## src/rtl/kyber_pmul_seq.sv

```systemverilog
// Command sequencer that owns the KyberHPM1PE control pins: loads a and b, runs FNTT/PWM2/INTT, streams the product out.
// Optional done-timeout in the *_W states: define KYBER_SEQ_TIMEOUT_EN.
module kyber_pmul_seq #(
  parameter int PE_NUMBER    = 1,
  parameter int GAP_CYCLES   = 2,
  parameter int DONE_TIMEOUT = 4095,
  parameter int DATA_W       = 12
) (
  input  logic              clk,
  input  logic              reset,
  input  logic              cmd_valid,
  output logic              cmd_ready,
  input  logic              cmd_mode,
  input  logic              in_valid,
  output logic              in_ready,
  input  logic [DATA_W-1:0] in_data,
  output logic              out_valid,
  output logic [DATA_W-1:0] out_data,
  output logic [7:0]        out_index,
  output logic              busy,
  output logic              done,
  output logic              err,
  output logic              core_load_a_f,
  output logic              core_load_a_i,
  output logic              core_load_b_f,
  output logic              core_load_b_i,
  output logic              core_read_a,
  output logic              core_read_b,
  output logic              core_start_ab,
  output logic              core_start_fntt,
  output logic              core_start_pwm2,
  output logic              core_start_intt,
  output logic [DATA_W-1:0] core_din,
  input  logic [DATA_W-1:0] core_dout,
  input  logic              core_done
);

  if (PE_NUMBER != 1 || GAP_CYCLES < 1 || DONE_TIMEOUT < 1) begin : g_bad_cfg
    $error("kyber_pmul_seq: unsupported parameter set");
  end

`ifdef KYBER_SEQ_TIMEOUT_EN
  localparam int CNT_W = $clog2(GAP_CYCLES + DONE_TIMEOUT + 260);
  localparam logic [CNT_W-1:0] TMO_C = CNT_W'(GAP_CYCLES + DONE_TIMEOUT - 1);
`else
  localparam int CNT_W = 9;
`endif
  localparam logic [CNT_W-1:0] GAP_C    = CNT_W'(GAP_CYCLES);
  localparam logic [CNT_W-1:0] GAP_LAST = CNT_W'(GAP_CYCLES - 1);
  localparam logic [CNT_W-1:0] ONE_C    = CNT_W'(1);
  localparam logic [CNT_W-1:0] LAST_C   = CNT_W'(255);

  typedef enum logic [3:0] {
    S_IDLE, S_LDA, S_GAP, S_LDB, S_FNTT_P, S_FNTT_W, S_PWM_P, S_PWM_W,
    S_INTT_P, S_INTT_W, S_RD_P, S_RD_W, S_RD, S_FIN
  } state_t;

  state_t           state, state_d, gap_next, gap_next_d;
  logic [CNT_W-1:0] cnt, cnt_d;
  logic             mode_q, mode_d, err_q, err_d;
  logic             accept;
  logic [DATA_W-1:0] din_p0, rob_p0, rob_p1, rob_sel;
  logic [1:0]       rob_slot;
  logic             half_slot, direct_load;

  // Readout order interleaves the two halves: 0,128,1,129,...
  function automatic logic [7:0] read_order(input logic [7:0] k);
    return {k[0], k[7:1]};
  endfunction

  always_ff @(posedge clk) begin
    if (reset) begin
      state    <= S_IDLE;
      gap_next <= S_IDLE;
      cnt      <= '0;
      mode_q   <= 1'b0;
      err_q    <= 1'b0;
    end else begin
      state    <= state_d;
      gap_next <= gap_next_d;
      cnt      <= cnt_d;
      mode_q   <= mode_d;
      err_q    <= err_d;
    end
  end

  always_comb begin
    state_d         = state;
    gap_next_d      = gap_next;
    cnt_d           = cnt + ONE_C;
    mode_d          = mode_q;
    err_d           = err_q;
    accept          = 1'b0;
    cmd_ready       = 1'b0;
    in_ready        = 1'b0;
    out_valid       = 1'b0;
    out_index       = '0;
    done            = 1'b0;
    core_load_a_f   = 1'b0;
    core_load_b_f   = 1'b0;
    core_load_b_i   = 1'b0;
    core_read_a     = 1'b0;
    core_start_ab   = 1'b0;
    core_start_fntt = 1'b0;
    core_start_pwm2 = 1'b0;
    core_start_intt = 1'b0;
    case (state)
      S_IDLE: begin
        cmd_ready = 1'b1;
        cnt_d     = '0;
        if (cmd_valid) begin
          mode_d  = cmd_mode;
          err_d   = 1'b0;
          state_d = S_LDA;
        end
      end
      S_LDA, S_LDB: begin
        in_ready = 1'b1;
        if (state == S_LDA) core_load_a_f = (cnt == '0);
        else begin
          core_load_b_f = mode_q && (cnt == '0);
          core_load_b_i = !mode_q && (cnt == ONE_C);
        end
        if (!in_valid) begin
          err_d   = 1'b1;
          state_d = S_IDLE;
          cnt_d   = '0;
        end else begin
          accept = 1'b1;
          if (cnt == LAST_C) begin
            state_d    = S_GAP;
            cnt_d      = '0;
            gap_next_d = (state == S_LDA) ? S_LDB : S_FNTT_P;
          end
        end
      end
      S_GAP: if (cnt == GAP_LAST) begin
        state_d = gap_next;
        cnt_d   = '0;
      end
      S_FNTT_P: begin
        core_start_fntt = 1'b1;
        core_start_ab   = mode_q;
        state_d         = S_FNTT_W;
        cnt_d           = '0;
      end
      S_PWM_P: begin
        core_start_pwm2 = 1'b1;
        state_d         = S_PWM_W;
        cnt_d           = '0;
      end
      S_INTT_P: begin
        core_start_intt = 1'b1;
        state_d         = S_INTT_W;
        cnt_d           = '0;
      end
      S_FNTT_W, S_PWM_W, S_INTT_W: begin
        if (cnt >= GAP_C && core_done) begin
          state_d    = S_GAP;
          cnt_d      = '0;
          gap_next_d = (state == S_FNTT_W) ? S_PWM_P :
                       (state == S_PWM_W)  ? S_INTT_P : S_RD_P;
        end
`ifdef KYBER_SEQ_TIMEOUT_EN
        else if (cnt == TMO_C) begin
          err_d   = 1'b1;
          state_d = S_IDLE;
          cnt_d   = '0;
        end
`else
        else if (cnt >= GAP_C) cnt_d = cnt;
`endif
      end
      S_RD_P: begin
        core_read_a = 1'b1;
        state_d     = S_RD_W;
        cnt_d       = '0;
      end
      S_RD_W: if (cnt == ONE_C) begin
        state_d = S_RD;
        cnt_d   = '0;
      end
      S_RD: begin
        out_valid = 1'b1;
        out_index = read_order(cnt[7:0]);
        if (cnt == LAST_C) begin
          state_d = S_FIN;
          cnt_d   = '0;
        end
      end
      S_FIN: begin
        done    = 1'b1;
        state_d = S_IDLE;
        cnt_d   = '0;
      end
      default: begin
        state_d = S_IDLE;
        cnt_d   = '0;
      end
    endcase
  end

  // p0: operand capture; HALF-mode b swaps the middle pair of every group of four
  assign rob_slot    = cnt[1:0] - 2'd1;
  assign direct_load = accept && (state == S_LDA || mode_q);
  assign half_slot   = !mode_q && ((state == S_LDB && cnt != '0 && accept) ||
                                   (state == S_GAP && gap_next == S_FNTT_P && cnt == '0));

  always_comb begin
    rob_sel = rob_p0;
    case (rob_slot)
      2'd1:    rob_sel = in_data;
      2'd2:    rob_sel = rob_p1;
      default: rob_sel = rob_p0;
    endcase
  end

  always_ff @(posedge clk) begin
    if (accept) begin
      rob_p0 <= in_data;
      rob_p1 <= rob_p0;
    end
  end

  always_ff @(posedge clk) begin
    if (reset)            din_p0 <= '0;
    else if (half_slot)   din_p0 <= rob_sel;
    else if (direct_load) din_p0 <= in_data;
    else                  din_p0 <= '0;
  end

  assign core_din      = din_p0;
  assign out_data      = out_valid ? core_dout : '0;
  assign busy          = (state != S_IDLE);
  assign err           = err_q;
  assign core_read_b   = 1'b0;
  assign core_load_a_i = 1'b0;

endmodule

```

## config.mk

```make
export PLATFORM = sky130hd
export DESIGN_NAME = kyber_pmul_seq
export DESIGN_NICKNAME = d
export VERILOG_FILES = /design/src/rtl/kyber_pmul_seq.sv
export SDC_FILE = /design/constraint.sdc
export NUM_CORES = 1
export LEC_CHECK = 0
export CAP_MARGIN = 20
export CORE_ASPECT_RATIO = 1.2
export CORE_MARGIN = 2
export CORE_UTILIZATION = 52
export CTS_BUF_LIST = sky130_fd_sc_hd__clkbuf_16
export DETAILED_ROUTE_END_ITERATION = 12
export HOLD_SLACK_MARGIN = 0.03
export PLACE_DENSITY = 0.82
export RECOVER_POWER = 25
export SLEW_MARGIN = 20
export SYNTH_ARGS = -nofsm -noshare
export SYNTH_HDL_FRONTEND = slang
export SYNTH_SLANG_ARGS = --single-unit
```

## constraint.sdc

```tcl
create_clock -name clk -period 4.12 [get_ports clk]
set_input_delay 0.412 -clock clk [delete_from_list [all_inputs] [get_ports clk]]
set_output_delay 0.412 -clock clk [all_outputs]
set_load 0.02 [all_outputs]
```

After elaboration in Yosys (flattened, before gate mapping)
Index checks and enable logic that the tools add are counted.
W data, S select, Z words.
{ "classes": {"add_sub_neg": 2, "n_lt_le_gt_ge": 1, "eq_ne": 28, "n_mux": 46, "n_reduce_logical": 25} }
{ "op_table": {"columns": ["operator", "count"], "rows": [
  ["$mux W9", 5],
  ["$mux W4", 11],
  ["$pmux W4 S10", 1],
  ["$mux W12", 3],
  ["$pmux W9 S4", 1],
  ["$eq A4 B4 Y1 const B", 6],
  ["$pmux W12 S2", 1],
  ["$eq A4 B3 Y1 const B", 5],
  ["$mux W1", 19],
  ["$ne A2 B2 Y1 const B", 8],
  ["$add A9 B1 Y9 const B", 1],
  ["$eq A9 B1 Y1 const B", 1],
  ["$eq A9 B8 Y1 const B", 1],
  ["$ge A9 B2 Y1 const B", 1],
  ["$logic_and A1 B1 Y1", 9],
  ["$logic_not A9 Y1", 1],
  ["$reduce_bool A9 Y1", 1],
  ["$eq A4 B2 Y1 const B", 2],
  ["$mux W8", 1],
  ["$pmux W4 S2", 1],
  ["$ne A3 B3 Y1 const B", 2],
  ["$reduce_and A6 Y1", 1],
  ["$eq A4 B1 Y1 const B", 1],
  ["$logic_not A4 Y1", 1],
  ["other kinds (15)", 18]
]} }
{ "totals": {"ff_bits": 55, "in_bits": 30, "word_cells": 110} }

Depth between registers and ports, before layout
Gate-level depths: netlist of run 1.
{ "logic_depth": {"ltp_word": 7, "depth_mapped": 11, "ltp_nobuf": 10} }

Least setup slack after synthesis of run 1
No wires, ideal clock.
{ "synth_path": {"path_type": "register -> register", "start": "register cnt[1]", "end": "register cnt[7]", "setup_ns": 0.073, "t_arrival_ns": 2.110, "required_ns": 4.047, "setup_slack_ns": 1.937, "path_stages_with_launch": 11, "synth_period_minus_slack_ns": 2.183, "path_cell_list": "dfxtp_1 ha_1 and3_1 and3_1 nand3_1 inv_1 ha_1 a21oi_1 a221oi_2 or4b_1 o211ai_2"} }
{ "synth_between": {"elab_chain_len": 4, "elab_cells_between_ends": 12} }
{ "synth_lines": {"columns": ["item", "line_no", "source"], "rows": [
  ["start, declared", "59", "logic [CNT_W-1:0] cnt, cnt_d;"],
  ["start signal, assigned", "81", "cnt <= cnt_d;"],
  ["$add A9 B1 Y9 (tied with other cells)", "90", "cnt_d = cnt + ONE_C;"],
  ["$mux W9 (tied with other cells)", "171", "else if (cnt >= GAP_C) cnt_d = cnt;"],
  ["$mux W9 (on tied branches)", "158, 124", null],
  ["$pmux W9 S4", "107", "case (state)"]
]} }
Several ways; a longest one is shown, not always the timed one. The select of a mux whose other input is x is not followed.
A chain may end at the register's enable or synchronous reset.

Worst setup path after layout of run 1
{ "layout_path": {"start": "register state[2]", "end": "output port out_data[5]"} }
{ "layout_between": {"elab_chain_len": 3} }
{ "layout_lines": {"columns": ["item", "line_no", "source"], "rows": [
  ["start, declared", "58", "state_t state, state_d, gap_next, gap_next_d;"],
  ["start signal, assigned", "79", "state <= state_d;"],
  ["$eq A4 B4 Y1", "107", null],
  ["$mux W1", "107", null],
  ["$mux W12", "233", "assign out_data = out_valid ? core_dout : '0;"],
  ["end, declared", "18", "output logic [DATA_W-1:0] out_data,"]
]} }
No other way between the ends.

==> reports/metrics.cfg, run 1 <==
[outcome]
status = completed

[synthesis]
synth_area_leader_cell = edfxtp_1
ys_ff_latch = 55
yosys_warnings = 0
avgSynthCellArea_sq_um = 9.411
synth_edf_count = 24
ys_top_cells_by_area = edfxtp_1 (25%), dfxtp_1 (22%), a21oi_1 (5.1%)
async_flop_share = 0
synthCells = 301
post_synth_num_cell_types = 57
synth_area_sq_mm = 0.002833
synth_top_area_frac = 0.2544
yosysSeqAreaShare = 0.4735
ys.flop_type = dfxtp_1

[detailed_routing]
drt_first_pass_iters = 4
post_drt_wl_per_cell_um = 15.55
drt_iter0_drc = 142
ant_nets = 0
viasPerCell = 5.733
via_count = 2465
routed_wl_mm = 6.685
drc_errors = 0

[timing]
hold_viol_final = 0
fin_crit_sh = 0.7107
worst_slew_pin_slew_ns = 0.8217
setup_viol = 0
fin_tns_setup_ns = 0
timing.hold.ws_ns = 0.4490
fin_crit_ns = 2.928
drv_slew = 0
rsz0062_at_grt = no
slew_headroom = 0.4502
clock_skew_ns = 0.004599
timing.fmax_ghz = 0.3415

[cells_and_area]
nets = 404
drive_gt1_frac = 0.06250
regArea_sq_mm = 0.001341
multi_input_comb_area_sq_mm = 0.001351
final_common_cell = clkdlybuf4s50_1
fill_cells = 398
syn_to_final_growth_pct = 32.29
final_cell_mix = clkdlybuf4s50_1 (57), dfxtp_1 (31), nand2_1 (29), a21oi_1 (29), nor2_1 (26)
antennaDiodeCount = 0

[global_route]
grt_use_total = 0.2280
grt_max_degree = 26
grt_pass1_vias = 2383
grt_pass1_wl_mm = 11.01
antenna_found_initial = 0
gr-total-overflow = 0

[pwr]
leakage_nw = 1.387
max-vdd-ir-drop_uv = 292.7
power_density_mw_per_mm2 = 488.8

[clock_network]
clock_path_buffers = 2
cts_max_level = 2
ctsResizeCount = 0
clkLatencyLatePin_ns = 0.28
cts.sinks = 55
cts_root_buf = clkbuf_16
cts_setup_buffers = 0
cts_tree = done
cts.clk_slew.worst_paths_ns = 0.07
postCtsHoldBufs = 0
numCtsBuffers = 5

[floorplan]
core-area_sq_mm = 0.005261
die_w_um = 71.38
row_count = 29
ios = 78
start_util = 0.5384
dieArea_sq_mm = 0.006056
die_h_um = 84.85

[place]
place_congestion = 0.9074
detailed_place_hpwl_mm = 4.819
numPortBuffers = 75

[critical_path]
path_max_fanout = 21
slowest_delay_ns = 0.71
slowest_stage = dfxtp_1
required_ns = 3.71
timing_worst_setup_path_type = register to output pin
crit_path_end_kind = output pin
crit_path_start_kind = register
path_cells = nand4bb_1 > inv_1 > and2_1 > clkdlybuf4s50_1
arrival_ns = 2.52

[min_path]
hold_path.class = register to register

[job]
max_cap_viol_count = 0

cell usage after synthesis, types with 2 or more instances:
master / instances
a211oi_1: 2
a21boi_0: 2
a21oi_1: 29
a22o_1: 13
and2_1: 20
and3_1: 3
buf_2: 4
buf_4: 2
buf_6: 2
clkbuf_1: 11
dfxtp_1: 31
edfxtp_1: 24
ha_1: 7
inv_1: 12
mux2i_1: 3
nand2_1: 29
nand2b_1: 4
nand3_1: 6
nand3b_1: 2
nand4bb_1: 2
nor2_1: 26
nor3_1: 8
nor4_1: 3
o21ai_0: 7
o21ai_1: 10
or2_2: 3
or3_1: 3
xnor2_1: 4
state kept, by name, summed over array words and instances, names as in the netlist:
name and cells:
gap_next 4, rob_p0 12, mode_q 1, cnt 9, err 1, state 4, rob_p1 12, core_din 12
report_power, final:
group	leakage [nW]	total (mW)	switching, mW	internal, mW
clock	0.0812	0.464	0.180	0.284
combinational	0.836	0.636	0.361	0.275
sequential	0.470	0.732	0.0907	0.641
total	1.39	1.83	0.632	1.20
per-layer routing:
layer / part of all wire / GRT usage / vias to the layer above
met1: 0.41 / 0.2738 / 1144
met3: 0.063 / 0.03800 / 17
li1: - / - / 1201
met2: 0.50 / 0.3981 / 103
met4: 0.025 / 0.09949 / 0
met5: 0 / 0 / -
stage by stage:
step / power, mW / worst slack (ns) / area, sq um / cells / utilization
final: 1.832 / 1.192 / 3747 / 430 / 0.7122
after global routing: 1.917 / 0.8737 / 3747 / 430 / 0.7122
after CTS: 1.837 / 1.153 / 3747 / 430 / 0.7122
after detailed placement: 1.373 / 1.352 / 3581 / 422 / 0.6806
after global placement: 1.365 / 1.457 / 3581 / 422 / 0.6806
after floorplan: 1.158 / 1.937 / 2836 / 302 / -
worst paths after layout:
kind,start,endpoint,slack [ns],cells after the start
worst max-delay path,state[2]$_SDFFE_PP0P_,out_data[5],1.19,4
worst min-delay path,rob_p0[4]$_DFFE_PN_,rob_p1[4]$_DFFE_PN_,0.45,0
worst max register to register,cnt[1]$_SDFFE_PP0P_,state[1]$_SDFFE_PP0P_,1.30,10
worst min register to register,rob_p0[4]$_DFFE_PN_,rob_p1[4]$_DFFE_PN_,0.45,0
cell type report:
type,instances,area share
tap,62,0.02070
sequential,55,0.3579
multi-input combinational,216,0.3606
timing repair buffer,77,0.2043
clock buffer,5,0.03339
inverter,12,0.01202
clock inverter,3,0.01102
kinds of logic after synthesis:
kind of cell	after synthesis	synth area share
AND/OR/NAND/NOR	122	0.2345
flip-flops	55	0.4735
AO/OA/AOI/OAI	78	0.1860
other	1	0.001324
buffers and inverters	31	0.05079
multiplexers	3	0.01060
XOR/XNOR	4	0.01237
adder cells (fa/ha/maj)	7	0.03092
worst max-delay path, delay by kind of cell (launching register included):
family,cells,cell delay (ns)
buf+inv,2,1.01
flops,1,0.71
simple gates,2,0.51
Power figures use the tool's default switching activity.
==> run 2: changes to the inputs <==
--- a/config.mk
+++ b/config.mk
@@ -8,11 +8,11 @@
 export CAP_MARGIN = 20
 export CORE_ASPECT_RATIO = 1.2
 export CORE_MARGIN = 2
-export CORE_UTILIZATION = 52
+export CORE_UTILIZATION = 48
 export CTS_BUF_LIST = sky130_fd_sc_hd__clkbuf_16
 export DETAILED_ROUTE_END_ITERATION = 12
 export HOLD_SLACK_MARGIN = 0.03
-export PLACE_DENSITY = 0.82
+export PLACE_DENSITY = 0.76
 export RECOVER_POWER = 25
 export SLEW_MARGIN = 20
 export SYNTH_ARGS = -nofsm -noshare
==> constraint.sdc (replaced) <==
create_clock -name clk -period 3.05 [get_ports clk]
set_input_delay 0.305 -clock clk [delete_from_list [all_inputs] [get_ports clk]]
set_output_delay 0.305 -clock clk [all_outputs]
set_load 0.02 [all_outputs]
==> reports/metrics.cfg, run 2 (synthesis gave the netlist of run 1 again) <==
[outcome]
status = completed

[critical_path]
path_cells = nand4bb_1 > inv_1 > and2_1 > clkdlybuf4s50_1
cp.buffers_inverters = 2  ; unchanged
timing_worst_setup_path_type = register to output pin
required_ns = 2.74  ; -0.97 ns
slowest_delay_ns = 0.71  ; about the same
cp_top_family = buffers and inverters
crit_path_end_kind = output pin
crit_path_start_kind = register
path_max_fanout = 21  ; unchanged
arrival_ns = 2.47  ; -0.05 ns
slowest_stage = dfxtp_1

[timing]
worst_slew_pin_slew_ns = 0.6024  ; -0.2193 ns
drv_slew = 0  ; unchanged
timing.fmax_ghz = 0.3602
fin_crit_sh = 0.9103
fin_crit_ns = 2.776
timing.hold.ws_ns = 0.4572  ; +0.008210 ns
setup_slack_ns = 0.2736  ; -0.9184 ns
slew_headroom = 0.5979  ; +0.1477
clock_skew_ns = 0.005021  ; +0.0004218 ns
setup_viol = 0  ; unchanged
rsz0062_at_grt = no
fin_tns_setup_ns = 0  ; unchanged
hold_viol_final = 0  ; unchanged

[clock_network]
cts_root_buf = clkbuf_16
postCtsHoldBufs = 0  ; unchanged
cts_tree = done
numCtsBuffers = 5  ; unchanged
ctsResizeCount = 0  ; unchanged
cts_setup_buffers = 0  ; unchanged
cts.sinks = 55  ; unchanged
cts.clk_slew.worst_paths_ns = 0.07  ; about the same
clkLatencyLatePin_ns = 0.29  ; about the same
cts_max_level = 2  ; unchanged
clock_path_buffers = 2  ; unchanged

[pwr]
max-vdd-ir-drop_uv = 451.0  ; +54%
power_density_mw_per_mm2 = 637.6  ; +30%
leakage_nw = 1.396  ; +0.68%

[global_route]
grt_pass1_wl_mm = 10.66  ; -3.1%
grt_use_total = 0.2109  ; -0.01711
grt_max_degree = 26  ; unchanged
grt_pass1_vias = 2231  ; -6.4%
antenna_found_initial = 0  ; unchanged
gr-total-overflow = 0  ; unchanged

[cells_and_area]
drive_gt1_frac = 0.07258  ; +0.01008
final_util = 0.6667  ; -0.04558
nets = 408  ; +0.99%
final_cell_mix = clkdlybuf4s50_1 (56), dfxtp_1 (31), nand2_1 (29), a21oi_1 (29), nor2_1 (26)
syn_to_final_growth_pct = 33.39
final_common_cell = clkdlybuf4s50_1
antennaDiodeCount = 0  ; unchanged

[job]
max_cap_viol_count = 0  ; unchanged

[detailed_routing]
drc_errors = 0  ; unchanged
viasPerCell = 5.394  ; -5.9%
post_drt_wl_per_cell_um = 14.46  ; -7.0%
drt_first_pass_iters = 4  ; unchanged
routed_wl_mm = 6.538  ; -2.2%
drt_iter0_drc = 139  ; -2.1%
ant_nets = 0  ; unchanged
via_count = 2438  ; -1.1%

[floorplan]
die_h_um = 88.15  ; +3.9%
core-area_sq_mm = 0.005668  ; +7.7%
start_util = 0.4998  ; -0.03863
row_count = 30  ; +3.4%
die_w_um = 74.13  ; +3.9%
dieArea_sq_mm = 0.006534  ; +7.9%
ios = 78  ; unchanged

[place]
detailed_place_hpwl_mm = 4.773  ; -0.95%
numPortBuffers = 75  ; unchanged
pre_cts_slack_ns = 0.5890  ; -0.7634 ns
place_congestion = 0.8876  ; -2.2%

[min_path]
hold_path.class = register to register

==> run 2: final timing paths <==
check | start | endpoint | slack, ns | cells past startpoint
max | state[2]$_SDFFE_PP0P_ | out_index[2] | 0.27 | 4
min | rob_p0[5]$_DFFE_PN_ | rob_p1[5]$_DFFE_PN_ | 0.46 | 0
max reg2reg | cnt[1]$_SDFFE_PP0P_ | state[1]$_SDFFE_PP0P_ | 0.68 | 10
min reg2reg | rob_p0[5]$_DFFE_PN_ | rob_p1[5]$_DFFE_PN_ | 0.46 | 0
==> run 2: final cells by class <==
cell class                 count  area, sq um
sequential                    55         1341
tap                           80        100.1
timing repair buffer          81        795.8
multi-input combinational    216         1351
inverter                      12        45.04
clock buffer                   5        125.1
clock inverter                 3        20.02
fill                         471         1889
==> run 2: metal layers <==
metal,GRT usage,wire length [um],vias up
met5,0,0,-
met4,0.05785,71,0
met3,0.03913,337,6
met2,0.3563,3239,81
met1,0.2758,2890,1140
li1,-,-,1211
==> run 2: worst reg2reg max path, cell delays in order (launching register included) <==
cell and delay, ns:
dfxtp_1 0.46, ha_1 0.21, and3_1 0.20, and3_1 0.17, nand3_1 0.10, inv_1 0.08
ha_1 0.15, a21oi_1 0.07, a221oi_2 0.28, or2_1 0.31, a2bb2o_4 0.23
==> run 2: report_power, final <==
part	total, mW	internal (mW)	switching (mW)
logic	0.886	0.381	0.505
registers	0.968	0.866	0.102
clock network	0.555	0.303	0.252
total	2.41	1.55	0.859
==> run 2: per-stage QoR <==
| stage | cell area, sq um | total power, mW | cells |
|---|---|---|---|
| after floorplan | 2836 | 1.564 | 302 |
| after global placement | 3633 | 1.859 | 444 |
| after detailed placement | 3633 | 1.869 | 444 |
| after CTS | 3779 | 2.416 | 452 |
| after global routing | 3779 | 2.545 | 452 |
| final | 3779 | 2.409 | 452 |
